==> src/rtl/cpu_types_pkg.sv <==
// Core-wide scalar types shared by the fetch and execute datapaths.
// Types only: no logic, no latency, no flow control.
package cpu_types_pkg;

    localparam int WORD_W = 32;

    typedef logic [WORD_W-1:0] word_t;

endpackage

==> src/rtl/datapath_types_pkg.sv <==
// Branch-prediction types: 2-bit direction counter encoding and the BTB entry layout.
// Types only: no logic, no latency, no flow control.
package datapath_types_pkg;

    import cpu_types_pkg::*;

    // Widest tag the BTB can need (IDX_W >= 0, two byte-offset bits dropped).
    localparam int BTB_TAG_MAX_W = WORD_W - 2;

    typedef logic [BTB_TAG_MAX_W-1:0] btb_tag_t;

    typedef enum logic [1:0] {
        STRONG_NT = 2'b00,
        WEAK_NT   = 2'b01,
        WEAK_T    = 2'b10,
        STRONG_T  = 2'b11
    } bp_ctr_t;

    typedef struct packed {
        logic     valid;
        btb_tag_t tag;
        word_t    target;
        bp_ctr_t  ctr;
    } btb_entry_t;

endpackage

==> src/rtl/sat_ctr2.sv <==
// 2-bit saturating direction counter next-state: one step toward the resolved outcome.
// Latency: purely combinational; no backpressure.
module sat_ctr2
    import datapath_types_pkg::*;
(
    input  bp_ctr_t cur,
    input  logic    taken,
    output bp_ctr_t nxt
);

    logic [1:0] cur_v;

    assign cur_v = cur;

    always_comb begin
        nxt = cur;
        if (taken) begin
            if (cur != STRONG_T) begin
                nxt = bp_ctr_t'(cur_v + 2'd1);
            end
        end else begin
            if (cur != STRONG_NT) begin
                nxt = bp_ctr_t'(cur_v - 2'd1);
            end
        end
    end

endmodule

==> src/rtl/branch_predictor.sv <==
// Direct-mapped BTB with 2-bit direction counters, trained by resolved branches, plus stats.
// Latency: lookup 0 cycles (combinational), update visible next cycle; no backpressure.
module branch_predictor
    import cpu_types_pkg::*;
    import datapath_types_pkg::*;
#(
    parameter int IDX_W = 4
) (
    input  logic  CLK,
    input  logic  nRST,
    input  word_t iaddr,
    output logic  pred_control,
    output word_t pred_branch,
    input  logic  upd_en,
    input  word_t upd_pc,
    input  logic  upd_taken,
    input  word_t upd_target,
    input  logic  upd_pred,
    output logic  mispredict,
    output word_t branch_cnt,
    output word_t mispred_cnt
);

    localparam int TAG_W   = WORD_W - IDX_W - 2;
    localparam int ENTRIES = 1 << IDX_W;

    btb_entry_t btb_q [ENTRIES];

    logic       mispredict_q, mispredict_d;
    word_t      branch_cnt_q, branch_cnt_d;
    word_t      mispred_cnt_q, mispred_cnt_d;

    logic [IDX_W-1:0] lk_idx, up_idx;
    btb_tag_t   lk_tag, up_tag;
    btb_entry_t lk_ent, up_ent, up_ent_d;
    logic       lk_hit, up_hit, up_wr;
    bp_ctr_t    ctr_nxt;
    logic       is_mispred;

    // Byte-offset bits never participate: unaligned addresses alias their word.
    logic unused_addr_lsbs;
    assign unused_addr_lsbs = ^{iaddr[1:0], upd_pc[1:0]};

    // Lookup reads registered state only, so a same-cycle update is not bypassed.
    assign lk_idx = iaddr[IDX_W+1:2];
    assign lk_tag = btb_tag_t'(iaddr[WORD_W-1:IDX_W+2]);
    assign lk_ent = btb_q[lk_idx];
    assign lk_hit = lk_ent.valid && (lk_ent.tag == lk_tag);

    assign pred_control = lk_hit & lk_ent.ctr[1];
    assign pred_branch  = lk_hit ? lk_ent.target : '0;

    assign up_idx = upd_pc[IDX_W+1:2];
    assign up_tag = btb_tag_t'(upd_pc[WORD_W-1:IDX_W+2]);
    assign up_ent = btb_q[up_idx];
    assign up_hit = up_ent.valid && (up_ent.tag == up_tag);

    sat_ctr2 u_sat_ctr2 (
        .cur   (up_ent.ctr),
        .taken (upd_taken),
        .nxt   (ctr_nxt)
    );

    always_comb begin
        up_ent_d = up_ent;
        up_wr    = 1'b0;
        if (upd_en) begin
            if (up_hit) begin
                up_wr        = 1'b1;
                up_ent_d.ctr = ctr_nxt;
                if (upd_taken) begin
                    up_ent_d.target = upd_target;
                end
            end else if (upd_taken) begin
                // Taken miss evicts whatever occupies the slot.
                up_wr           = 1'b1;
                up_ent_d.valid  = 1'b1;
                up_ent_d.tag    = up_tag;
                up_ent_d.target = upd_target;
                up_ent_d.ctr    = WEAK_T;
            end
        end
    end

    always_ff @(posedge CLK or negedge nRST) begin
        if (!nRST) begin
            for (int i = 0; i < ENTRIES; i++) begin
                btb_q[i] <= '{valid: 1'b0, tag: '0, target: '0, ctr: WEAK_NT};
            end
        end else if (up_wr) begin
            btb_q[up_idx] <= up_ent_d;
        end
    end

    assign is_mispred = upd_pred ^ upd_taken;

    always_comb begin
        mispredict_d  = upd_en & is_mispred;
        branch_cnt_d  = branch_cnt_q;
        mispred_cnt_d = mispred_cnt_q;
        if (upd_en && (branch_cnt_q != '1)) begin
            branch_cnt_d = branch_cnt_q + 32'd1;
        end
        if (upd_en && is_mispred && (mispred_cnt_q != '1)) begin
            mispred_cnt_d = mispred_cnt_q + 32'd1;
        end
    end

    always_ff @(posedge CLK or negedge nRST) begin
        if (!nRST) begin
            mispredict_q  <= 1'b0;
            branch_cnt_q  <= '0;
            mispred_cnt_q <= '0;
        end else begin
            mispredict_q  <= mispredict_d;
            branch_cnt_q  <= branch_cnt_d;
            mispred_cnt_q <= mispred_cnt_d;
        end
    end

    assign mispredict  = mispredict_q;
    assign branch_cnt  = branch_cnt_q;
    assign mispred_cnt = mispred_cnt_q;

endmodule

==> config.mk <==
export PLATFORM = sky130hd
export DESIGN_NAME = branch_predictor
export DESIGN_NICKNAME = d
export VERILOG_FILES = /design/src/rtl/cpu_types_pkg.sv /design/src/rtl/datapath_types_pkg.sv /design/src/rtl/sat_ctr2.sv /design/src/rtl/branch_predictor.sv
export SDC_FILE = /design/constraint.sdc
export NUM_CORES = 2
export LEC_CHECK = 0
export CAP_MARGIN = 25
export CORE_ASPECT_RATIO = 1.75
export CORE_MARGIN = 2
export CORE_UTILIZATION = 65
export CTS_CLUSTER_SIZE = 40
export DETAILED_ROUTE_END_ITERATION = 10
export GPL_ROUTABILITY_DRIVEN = 0
export PLACE_DENSITY_LB_ADDON = 0.12
export SYNTH_ARGS = -nofsm -noshare
export SYNTH_HDL_FRONTEND = slang
export SYNTH_SLANG_ARGS = --single-unit
==> constraint.sdc <==
create_clock -name CLK -period 18.85 [get_ports CLK]
set_input_delay 4.7125 -clock CLK [delete_from_list [all_inputs] [get_ports CLK]]
set_output_delay 4.7125 -clock CLK [all_outputs]
set_load 0.01 [all_outputs]
# Yosys cells after proc, flatten, opt, wreduce, memory -nomap -nowiden
# Cells that the tools add are included.
# classes
n_bitwise	5
eq_ne	5
reduce_logical	7
n_lt_le_gt_ge	3
mux	21
n_addsub	4
# ops
operator	n
1040-bit bitwise mux	1
65-bit binary-select mux with 4-bit select	2
65-bit 2-to-1 mux	7
65-bit demux with 4-bit select	1
32-bit by 1-bit adder with 32-bit output (second input constant)	2
32-bit 2-to-1 mux	2
32-bit != test (second input constant)	2
30-bit by 26-bit equality test with 1-bit output	2
34-bit 2-to-1 mux	1
31-bit 2-to-1 mux	1
5-bit >= comparator (second input constant)	2
4-bit inverter with 5-bit output	2
1-bit logical AND	6
2-bit 2-to-1 mux	3
5-bit by 1-bit less-than comparator with 1-bit output (second input constant)	1
1-bit 2-to-1 mux	3
2-bit by 1-bit adder with 2-bit output (second input constant)	1
1-bit AND	2
2-bit != test (second input constant)	1
2-bit nonzero test	1
2-bit by 1-bit subtractor with 2-bit output (second input constant)	1
1-bit bitwise XOR	1
# word_totals
reg_bits	1105
output_inout_bits	98
wordCells	112
in_bits	101

# Longest topological paths before layout
# depth
ltp_word	10
mapped_depth	17
mapped_depth_nobuf	9

# By module
# Synthesis repeated with hierarchy kept, for this count alone.
# unflattened
hier_cells	3910
hier_area_um2	60093.9
# modules_own_cells
module	n_inst	seq_area_each_um2	area_per_inst_um2	cells_each
branch_predictor	1	27671.5	60067.6	3907
sat_ctr2	1	0.0	26.3	3

# Worst setup path after synthesis
# OpenSTA, ideal clock, no wires.
# synth_path
kind	input to output
startpoint	input iaddr[2]
endpoint	output pred_branch[0]
stages	9
slack_ps	6212
required_time_ps	14137
arrival_time_ps	7925
path_buffers	6
path_cell_list	clkbuf_1 -> buf_2 -> buf_2 -> clkbuf_1 -> buf_1 -> clkbuf_1 -> mux4_2 -> mux4_2 -> nor2b_1
# synth_via
elab_chain_cells	7
# synth_rtl
item	line_no	source
start: declaration	branch_predictor.sv:11	input word_t iaddr,
4-bit inverter with 5-bit output (implied by the code) (*)	branch_predictor.sv:47	assign lk_ent = btb_q[lk_idx];
65-bit binary-select mux with 4-bit select (*)	branch_predictor.sv:47	
65-bit 2-to-1 mux (implied by the code) (*) (2 in a row)	branch_predictor.sv:47	
30-bit by 26-bit equality test with 1-bit output	branch_predictor.sv:48	assign lk_hit = lk_ent.valid && (lk_ent.tag == lk_tag);
1-bit logical AND	branch_predictor.sv:48	
32-bit 2-to-1 mux (*)	branch_predictor.sv:51	assign pred_branch = lk_hit ? lk_ent.target : '0;
end: declaration	branch_predictor.sv:13	output word_t pred_branch,
# Every way passes the cells marked *; elsewhere a longest branch is shown, timed or not. The select of a mux whose other input is x is not followed.

# Worst setup path in the final report
# layout_path
startpoint	input iaddr[4]
endpoint	output pred_branch[9]
# Same word-level chain as after synthesis.

==> flow_summary.json <==
{
  "port_buffers": 194,
  "syn_avg_cell_area_um2": 15.3,
  "dr.pass1.iters": 5,
  "synth_edf_count": 0,
  "syn_nets": 3968,
  "r2r_slack_ns": 12.77,
  "viasPerCell": 7.15,
  "place_inst": 4961,
  "synthArstFlopShare_pct": 100,
  "start_util_pct": 65.4,
  "routed-via-count": 36927,
  "max-slew-margin-rel_pct": 18.7,
  "ys_types": 75,
  "start_kind": "input port",
  "nNetsFinal": 3994,
  "setup-violations-final": 0,
  "clkTransAtPathRegs_ns": 0.06,
  "clk_latency_ns": 0.73,
  "cts_buffer_depth": 3,
  "fin_crit_sh_pct": 75.4,
  "wl_mm": 166,
  "reg2reg_from": "btb_q[898]",
  "worstMarginPinSlew_ns": 1.21,
  "slowest_stage": "buf_4",
  "hold_class": "reg2reg",
  "fin_skew_ns": 0.0348,
  "yosysWarnings": 0,
  "die_y_um": 403,
  "setup_tns_ns": 0,
  "fin_crit_ns": 14.21,
  "end_kind": "output pin",
  "critical_path.cell_chain": "clkbuf_8 > buf_4 > mux4_2 > mux4_2 > xor2_1 > nor4_1 > buf_2 > nand3_1 > nor3_1 > nand4_1 > buf_4 > nor2b_1 > clkdlybuf4s50_1",
  "yosys.area.top_type_share_pct": 46.1,
  "die_x_um": 232,
  "max-cap-violations": 0,
  "antenna_found_initial": 3,
  "clockRootBuffer": "clkbuf_16",
  "cts_buffers": 102,
  "ir_drop_uv": 83.5,
  "status": "finished, final reports clean",
  "crit_type": "in2out",
  "die_area_mm2": 0.0935,
  "hold_violations": 0,
  "syn_inst": 3865,
  "reg2reg_depth": 11,
  "power.leakage_nw": 28.6,
  "synth_area_leaders": "dfrtp_1 46%, mux4_2 21%, mux2_2 19%",
  "rsz0062_at_grt": "false",
  "arrival_ns": 9.50,
  "fin_cells": 5162,
  "grt_overflow": 0,
  "synth_common_cells": "1,089 x dfrtp_1, 1,000 x mux2_2, 545 x mux4_2",
  "layout-drive-gt1-share_pct": 47.3,
  "track_usage_pct": 36.7,
  "max_freq_mhz": 70.4,
  "postCtsSetupBuffers": 0,
  "endpoint": "pred_branch[9]",
  "grt_pass1_wl_mm": 254,
  "avgRoutedWirePerCell_um": 32.2,
  "reg2reg_to": "btb_q[421]",
  "synth.largest_area_cell": "dfrtp_1",
  "cts_tree": "yes",
  "hold_buffers": 0,
  "synthMostInstantiatedCell": "dfrtp_1",
  "path_max_fanout": 70,
  "ant_nets": 0,
  "first_global_vias": 40777,
  "cts.sinks": 1105,
  "yosys_register_bits": 1105,
  "finalPower_mw": 6.50,
  "drv_slew": 0,
  "core_mm2": 0.0904,
  "syn_area_mm2": 0.0591,
  "crit_path_start": "iaddr[4]",
  "drt_iter0_drc": 3131,
  "ys_seq_area_share_pct": 46.8,
  "cp_slowest_stage_delay_ns": 0.97,
  "timing.critical_path.required_ns": 14.14,
  "htreeDepth": 3,
  "grt_max_degree": 189,
  "drc": 0,
  "post_cts_resized": 0,
  "ioPinCount": 199,
  "dominantRegCellSynth": "dfrtp_1",
  "dpl.hpwl_mm": 99.5,
  "p_per_area_mw_per_mm2": 99.6,
  "rows": 146,
  "area_growth_pct": 10.3
}
[worst max-delay path, delay by kind of cell]
| kind | cells | cell delay [ns] |
|---|---|---|
| buf+inv | 5 | 2.57 |
| simple gates | 5 | 0.95 |
| mux | 2 | 0.95 |
| xor+xnor | 1 | 0.16 |
[layout by cell type, fill, tap and decap left out, types with 11 or more instances in the layout]
master	count
a21oi_1	29
a22oi_1	19
and3_1	13
buf_4	68
bufinv_16	18
clkbuf_1	21
clkbuf_16	103
clkbuf_8	22
clkdlybuf4s50_1	185
clkinv_2	15
dfrtp_1	1089
dfstp_2	16
inv_1	19
mux2_1	17
mux2_2	1000
mux2_4	13
mux2i_1	94
mux4_2	545
nand2_1	54
nand3_1	54
nand4_1	27
nor2_1	51
nor2_4	16
nor2b_1	110
nor3_1	40
o21ai_0	30
o22ai_1	11
or2_2	19
xnor2_1	83
xor2_1	25
[state kept, by name (all words and copies together), names as in the netlist]
signal,cells
mispred_cnt,32
branch_cnt,32
btb_q,1040
mispredict,1
[cell type report]
cell class / instances / area, um2
multi-input combinational: 2387 / 29600
sequential: 1105 / 27700
fill: 5733 / 25200
clock buffer: 145 / 2950
timing repair buffer: 274 / 2740
tap: 1184 / 1480
clock inverter: 43 / 716
inverter: 21 / 81.3
antenna: 3 / 7.51
[power breakdown]
| group | leakage [nW] | internal [mW] | switching, mW |
|---|---|---|---|
| clock | 1.79 | 1.34 | 0.946 |
| sequential | 14.8 | 2.70 | 0.262 |
| combinational | 12.0 | 0.700 | 0.557 |
[worst min-delay path by stage]
stage                    startpoint         endpoint  slack, ns  cells past startpoint
floorplan                btb_q[909]       btb_q[909]       0.45                      1
global placement         btb_q[194]       btb_q[194]       0.47                      1
detailed placement       btb_q[259]       btb_q[259]       0.47                      1
CTS                      btb_q[259]       btb_q[259]       0.49                      1
global route         mispred_cnt[6]   mispred_cnt[6]       0.51                      1
finish              mispred_cnt[18]  mispred_cnt[18]       0.49                      1
[per-layer routing]
layer / track usage [%] / wire length (um) / up-vias
met2: 60.6 / 83500 / 1845
met3: 5.82 / 12100 / 604
met1: 45.8 / 59300 / 19659
met4: 22.6 / 11400 / 2
met5: 0 / 11 / -
li1: - / - / 14817
[cells by family (layout without fill, tap and decap cells)]
kind of cell    after synthesis  after routing  share of synthesized area (%)
fa+ha+maj                     3              3                         0.0592
mux                        1674           1674                           42.2
flops                      1105           1105                           46.8
other cells                   0              3                              0
xor+xnor                    108            108                           1.60
compound gates              159            159                           1.88
buf+inv                     373            483                           3.39
simple gates                443            443                           4.14
[per-stage QoR]
| stage | area (um2) | hold WS (ns) | setup WS (ns) | utilization (%) |
|---|---|---|---|---|
| 2_1_floorplan | 59100 | 0.449 | 6.21 | - |
| 3_3_place_gp | 61300 | 0.468 | 4.14 | 67.8 |
| 3_5_place_dp | 61400 | 0.471 | 4.40 | 67.9 |
| 4_1_cts | 65000 | 0.490 | 4.40 | 71.9 |
| 5_1_grt | 65200 | 0.513 | 4.41 | 72.1 |
| 6_report | 65200 | 0.493 | 4.64 | 72.1 |
Power figures use the tool's default switching activity.
